$ cat src/rtl/cmd_proc_tx.sv
// cmd_proc_tx: builds and serialises one 34-word command frame onto a 16-bit
// GTX TX lane (data + 2-bit K-control), with an idle comma gap between frames.
// Optional build macro: CMD_PROC_TX_CSUM_ERR_INJ_EN adds the err_inj input, which
// corrupts bit 0 of the transmitted checksum for receiver rejection testing.
module cmd_proc_tx #(
  parameter int          IDLE_GAP = 4,
  parameter logic [15:0] K_WORD   = 16'h02BC
) (
  input  logic        clk,
  input  logic        rst_n,
  input  logic        cmd_req,
  output logic        cmd_ack,
  input  logic [15:0] cmd_opcode,
  input  logic [31:0] cmd_second,
  input  logic [31:0] cmd_microsecond,
  input  logic [15:0] cmd_star_image_send,
  input  logic [15:0] cmd_send_freq,
  input  logic [15:0] cmd_tdi_time,
  input  logic [15:0] cmd_tdi_level,
  input  logic [15:0] cmd_spot_send,
`ifdef CMD_PROC_TX_CSUM_ERR_INJ_EN
  input  logic        err_inj,
`endif
  output logic [15:0] TX_DATA,
  output logic [1:0]  TXCTRL,
  output logic        tx_busy,
  output logic        frame_done,
  output logic        csum_ovf,
  output logic [15:0] frame_seq
);

  typedef enum logic [2:0] {IDLE, HDR, PAYLOAD, CSUM, TAIL, GAP} state_t;

  // state is the phase of the word that goes onto the lane at the next edge;
  // idx is that word's index within the frame
  state_t      state_q, state_n;
  logic [5:0]  idx_q, idx_n;
  logic [3:0]  gap_q, gap_n;
  logic [15:0] sum_q, sum_n;
  logic        carry_q, carry_n;
  logic [15:0] seq_n;
  logic [15:0] data_n;
  logic [1:0]  ctrl_n;
  logic        ack_n, busy_n, done_n, ovf_n;
  logic        take;
  logic [15:0] pay_word;
  logic [16:0] add17;
  logic [15:0] csum_word;

  logic [15:0] op_q, star_q, freq_q, tdi_time_q, tdi_level_q, spot_q;
  logic [31:0] sec_q, usec_q;

`ifdef CMD_PROC_TX_CSUM_ERR_INJ_EN
  logic err_q;

  // Remember the injection request of this frame; it only flips checksum bit 0
  always_ff @(posedge clk or negedge rst_n) begin
    if (!rst_n)    err_q <= 1'b0;
    else if (take) err_q <= err_inj;
  end

  assign csum_word = sum_q ^ {15'd0, err_q};
`else
  assign csum_word = sum_q;
`endif

  // Parameter set captured on the ack edge so later input changes cannot leak in
  always_ff @(posedge clk or negedge rst_n) begin
    if (!rst_n) begin
      op_q        <= '0;
      sec_q       <= '0;
      usec_q      <= '0;
      star_q      <= '0;
      freq_q      <= '0;
      tdi_time_q  <= '0;
      tdi_level_q <= '0;
      spot_q      <= '0;
    end else if (take) begin
      op_q        <= cmd_opcode;
      sec_q       <= cmd_second;
      usec_q      <= cmd_microsecond;
      star_q      <= cmd_star_image_send;
      freq_q      <= cmd_send_freq;
      tdi_time_q  <= cmd_tdi_time;
      tdi_level_q <= cmd_tdi_level;
      spot_q      <= cmd_spot_send;
    end
  end

  // Payload word selection for indices 3..29; unlisted indices are zero padding
  always_comb begin
    pay_word = '0;
    case (idx_q)
      6'd3:    pay_word = frame_seq;
      6'd4:    pay_word = op_q;
      6'd7:    pay_word = sec_q[31:16];
      6'd8:    pay_word = sec_q[15:0];
      6'd9:    pay_word = usec_q[31:16];
      6'd10:   pay_word = usec_q[15:0];
      6'd11:   pay_word = star_q;
      6'd12:   pay_word = freq_q;
      6'd13:   pay_word = tdi_time_q;
      6'd14:   pay_word = tdi_level_q;
      6'd15:   pay_word = spot_q;
      default: pay_word = '0;
    endcase
  end

  assign add17 = {1'b0, sum_q} + {1'b0, pay_word};

  // Next-state and next-output logic; the lane idles on K_WORD unless a data word is due
  always_comb begin
    state_n = state_q;
    idx_n   = idx_q;
    gap_n   = gap_q;
    sum_n   = sum_q;
    carry_n = carry_q;
    seq_n   = frame_seq;
    data_n  = K_WORD;
    ctrl_n  = 2'b01;
    ack_n   = 1'b0;
    busy_n  = tx_busy;
    done_n  = 1'b0;
    ovf_n   = 1'b0;
    take    = 1'b0;
    case (state_q)
      IDLE: begin
        if (cmd_req && gap_q == 4'd0) begin
          take    = 1'b1;
          ack_n   = 1'b1;
          busy_n  = 1'b1;
          seq_n   = frame_seq + 16'd1;
          sum_n   = '0;
          carry_n = 1'b0;
          idx_n   = 6'd1;
          state_n = HDR;
        end
      end
      HDR: begin
        ctrl_n = 2'b00;
        data_n = (idx_q == 6'd1) ? 16'h2410 : 16'h1984;
        idx_n  = idx_q + 6'd1;
        if (idx_q == 6'd2) state_n = PAYLOAD;
      end
      PAYLOAD: begin
        ctrl_n  = 2'b00;
        data_n  = pay_word;
        sum_n   = add17[15:0];
        carry_n = carry_q | add17[16];
        idx_n   = idx_q + 6'd1;
        if (idx_q == 6'd29) state_n = CSUM;
      end
      CSUM: begin
        ctrl_n  = 2'b00;
        data_n  = csum_word;
        idx_n   = 6'd31;
        state_n = TAIL;
      end
      TAIL: begin
        ctrl_n = 2'b00;
        data_n = (idx_q == 6'd31) ? 16'hDBEF : 16'hE67B;
        idx_n  = idx_q + 6'd1;
        if (idx_q == 6'd32) begin
          gap_n   = 4'(IDLE_GAP - 1);
          state_n = GAP;
        end
      end
      GAP: begin
        if (idx_q == 6'd33) begin
          done_n = 1'b1;
          ovf_n  = carry_q;
          idx_n  = 6'd0;
        end
        if (gap_q == 4'd0) begin
          busy_n  = 1'b0;
          state_n = IDLE;
        end else begin
          gap_n = gap_q - 4'd1;
        end
      end
      default: state_n = IDLE;
    endcase
  end

  // State and registered outputs; reset puts the lane straight back onto K_WORD
  always_ff @(posedge clk or negedge rst_n) begin
    if (!rst_n) begin
      state_q    <= IDLE;
      idx_q      <= '0;
      gap_q      <= '0;
      sum_q      <= '0;
      carry_q    <= 1'b0;
      frame_seq  <= '0;
      TX_DATA    <= K_WORD;
      TXCTRL     <= 2'b01;
      cmd_ack    <= 1'b0;
      tx_busy    <= 1'b0;
      frame_done <= 1'b0;
      csum_ovf   <= 1'b0;
    end else begin
      state_q    <= state_n;
      idx_q      <= idx_n;
      gap_q      <= gap_n;
      sum_q      <= sum_n;
      carry_q    <= carry_n;
      frame_seq  <= seq_n;
      TX_DATA    <= data_n;
      TXCTRL     <= ctrl_n;
      cmd_ack    <= ack_n;
      tx_busy    <= busy_n;
      frame_done <= done_n;
      csum_ovf   <= ovf_n;
    end
  end

endmodule

$ cat config.mk
export PLATFORM = sky130hd
export DESIGN_NAME = cmd_proc_tx
export DESIGN_NICKNAME = d
export VERILOG_FILES = /design/src/rtl/cmd_proc_tx.sv
export SDC_FILE = /design/constraint.sdc
export NUM_CORES = 1
export LEC_CHECK = 0
export CAP_MARGIN = 40
export CORE_ASPECT_RATIO = 2
export CORE_MARGIN = 8
export CORE_UTILIZATION = 50
export DETAILED_ROUTE_END_ITERATION = 10
export GPL_ROUTABILITY_DRIVEN = 0
export PLACE_DENSITY = 0.77
export SYNTH_ARGS = -nofsm -noshare
export SYNTH_HDL_FRONTEND = slang
export SYNTH_SLANG_ARGS = --single-unit
$ cat constraint.sdc
create_clock -name clk -period 5.8 [get_ports clk]
set_clock_uncertainty 0.05 [all_clocks]
set_input_delay 0.87 -clock clk [delete_from_list [all_inputs] [get_ports clk]]
set_output_delay 0.87 -clock clk [all_outputs]
set_load 0.01 [all_outputs]
==> results.md <==
- First-pass GRT wire length: 55.3 mm
- Slew @ Worst Pin: 0.956 ns
- Initial DRC count: 810
- Total grt overflow: 0
- Number of gates resized after CTS: 0
- Post-route ant nets: 0
- Initial antenna violation count: 0
- PortBufs: 199
- FMAX: 0.196 GHz
- Flops & latches, synth: 227
- Crit start category: flip-flop
- Vias per std cell: 5.73
- DPL Wire Length: 26.4 mm
- Die area: 27100 sq um
- Routed WL: 35.4 mm
- Worst setup margin: 0.698 ns
- Mapped Cells: 1254
- Pre-CTS setup slack: 0.836 ns
- Compound-cell area share of the yosys netlist: 11.8%
- Layout cells sized above 1: 5.84%
- Nets@finish: 1608
- Netlist Area Pre-Place: 10900 sq um
- Mux contribution to synthesized area: 1.11%
- WL per Instance: 20.7 um
- RSZ-0062 raised after global routing: false
- CP Data Required Time: 6.15 ns
- Post-Synth XOR/XNOR Area: 2.65%
- YS warnings: 0
- R2r startpoint: idx_q[0]
- Number of global-route vias before repair: 10200
- TritonCTS clock tree: done
- Die W: 120 um
- Leak Pwr: 6.60 nW
- Worst-path clk slew: 0.07 ns
- Setup bufs post-CTS: 0
- Top FF cell, synth: dfrtp_1
- Internal power: 4.23 mW
- Clk sinks: 227
- Main combinational cell family by area after synthesis: simple AND/OR/NAND/NOR gates
- Initial Utilization: 50.7%
- Synthesized-area fraction occupied by and/or/nand/nor cells: 26.4%
- Site Rows: 76
- Final Hold Fails: 0
- Syn nets: 1437
- Final setup violation count: 0
- Total number of vias: 9816
- CTS Buf Count: 21
- Clock Latency Late Sink: 0.51 ns
- Total iterations of the first detailed-routing run: 10
- Post-synth EDFFs: 0
- N_diodes: 0
- Power Density: 515 nW/um^2
- Status: finished clean
- Sequential share of power: 40.7%
- FFs w/ async S/R, synth: 100%
- Root buffer cell: clkbuf_16
- Worst Hold Class: input pin to asynchronous set/reset pin
- Max-slew violations: 0
- Max cap viols: 0
- Worst setup path start: idx_q[0]
- Number of H-tree levels: 1
- Clk pwr share: 20.6%
- Synth-to-layout area growth: 27.6%
- Sw power: 2.94 mW
- CTS Hold Buffers Added: 0
- Adder-cell share of the synthesized area: 2.75%
- Largest buffer count on any clock path: 3
- CP arrival: 5.45 ns
- Post-synthesis sequential area ratio: 52.2%
- Rel. slew slack: 36.3%
- Tmin final: 5.10 ns
- Syn Area/Cell: 8.69 sq um
- Dpl cells: 1675
- Fin crit share: 88.0%
- CP max FO: 10
- Largest net degree at the start of global routing: 129
- Residual DRC: 0
- Cell variety after synth: 62
- Core Region: 21500 sq um
- Net Sw Frac: 41.0%
- I/O pin total: 201
- CP Class: flip-flop to flip-flop
- Logic pwr share: 38.7%
- VDD IR max: 0.336 mV
- Setup TNS: 0 ns
- Crit end category: flip-flop
- Die height: 225 um
- Non-Filler Instances: 1712
- Total GRT Usage: 26.2%
==> cells by family after synthesis <==
group | after synthesis
muxes | 12
DFF | 227
xor gates and xnor gates | 33
AOI/OAI and AO/OA | 183
buffers and inverters | 85
other | 1
and+or+nand+nor | 689
adders and majority gates | 24
==> layer usage <==
layer / track usage [%] / share of wire [%] / routed length [um]
met1: 27.4 / 33 / 11800
met2: 47.1 / 53 / 18700
met3: 3.74 / 6.2 / 2200
met4: 17.9 / 7.5 / 2640
met5: 0 / 0 / 0
==> stage by stage <==
step                      power, mW  instance area, sq um  hold WS (ns)  util [%]
after floorplan                4.54                 10900         0.390         -
after CTS                      7.16                 13900         0.432      64.7
after global placement         5.58                 13200         0.411      61.3
after global routing           7.62                 13900         0.452      64.7
final                          7.17                 13900         0.383      64.7
after detailed placement       5.66                 13200         0.414      61.3
==> area by class of cell <==
cell class	instances	area [sq um]
clock buffer	27	598
clock inverter	10	134
fill	1844	7580
inverter	16	62.6
multi-input combinational	942	4920
sequential	227	5690
tap	273	342
timing repair buffer	217	2170
==> state kept, by name (all words and copies together) (netlist names) <==
signal	cells
sec_q	32
usec_q	32
TX_DATA	16
csum_word	16
frame_seq	16
freq_q	16
op_q	16
spot_q	16
star_q	16
tdi_level_q	16
tdi_time_q	16
idx_q	6
gap_q	4
state_q	3
TXCTRL	1
carry_q	1
cmd_ack	1
csum_ovf	1
frame_done	1
tx_busy	1
==> Yosys cell counts, drive strengths merged, types with 2 or more instances <==
master	count	share of area (%)
maj3	4	0.39
nor3b	3	0.21
and4	6	0.48
nor2	47	1.6
nand2	538	19
a21oi	29	1.3
dfrtp	220	51
and3	15	0.86
inv	15	0.52
o22ai	4	0.23
nand3b	8	0.55
or3b	3	0.24
a211oi	4	0.28
nand3	17	0.78
nor4	2	0.11
o21bai	3	0.21
mux2i	11	1.0
o21ai	42	1.9
and2	3	0.17
nand4	5	0.34
or2	3	0.17
a2bb2oi	2	0.16
nor2b	6	0.34
clkbuf	59	2.0
a221oi	14	1.2
a31oi	6	0.34
nand2b	16	0.92
dfstp	7	1.7
a221o	3	0.28
ha	19	2.2
a21o	4	0.28
a22o	10	0.80
xor2	9	0.72
a222oi	16	1.5
buf	10	0.47
nor3	11	0.55
or3	2	0.11
xnor2	24	1.9
a311oi	2	0.16
a22oi	38	2.6
==> final timing paths <==
| path | endpoint | slack, ns | cells after the start |
|---|---|---|---|
| setup / recovery | csum_word[15] | 0.70 | 16 |
| hold / removal | cmd_ack | 0.38 | 1 |
| setup reg to reg | csum_word[15] | 0.70 | 16 |
| hold reg to reg | tdi_time_q[0] | 0.43 | 2 |
| max in group asynchronous | TX_DATA[14] | 4.21 | 2 |
| min in group clk | tdi_time_q[0] | 0.43 | 2 |
==> critical path: stages (launching register included) <==
cell and delay (ns):
dfrtp_1 0.45, inv_1 0.11, ha_1 0.25, or3b_2 0.51, nor2_1 0.69, a222oi_1 0.15, nand2_1 0.17, ha_1 0.24
a21o_1 0.19, a21o_1 0.21, maj3_2 0.31, maj3_2 0.34, o21a_1 0.20, a311o_1 0.44, a221oi_2 0.29, nor3_1 0.09
a311oi_1 0.28
==> power by group through the flow <==
stage / Sequential (mW) / Clock, mW / Combinational [mW]
floorplan: 2.63 / 0 / 1.91
global placement: 2.91 / 0 / 2.67
detailed placement: 2.91 / 0 / 2.75
CTS: 2.89 / 1.49 / 2.78
global route: 2.96 / 1.55 / 3.10
finish: 2.92 / 1.48 / 2.77
==> cells in the final DEF, fill, tap and decap left out, types with 19 or more instances in the layout <==
master / netlist / final
dfrtp_1: 220 / 220
nand2_1: 538 / 538
ha_1: 19 / 19
a21oi_1: 29 / 29
clkdlybuf4s50_1: 0 / 198
xnor2_1: 24 / 24
clkbuf_16: 0 / 21
nor2_1: 46 / 46
a22oi_1: 38 / 38
o21ai_0: 40 / 40
Note: power is estimated with default switching activity, not from simulation.
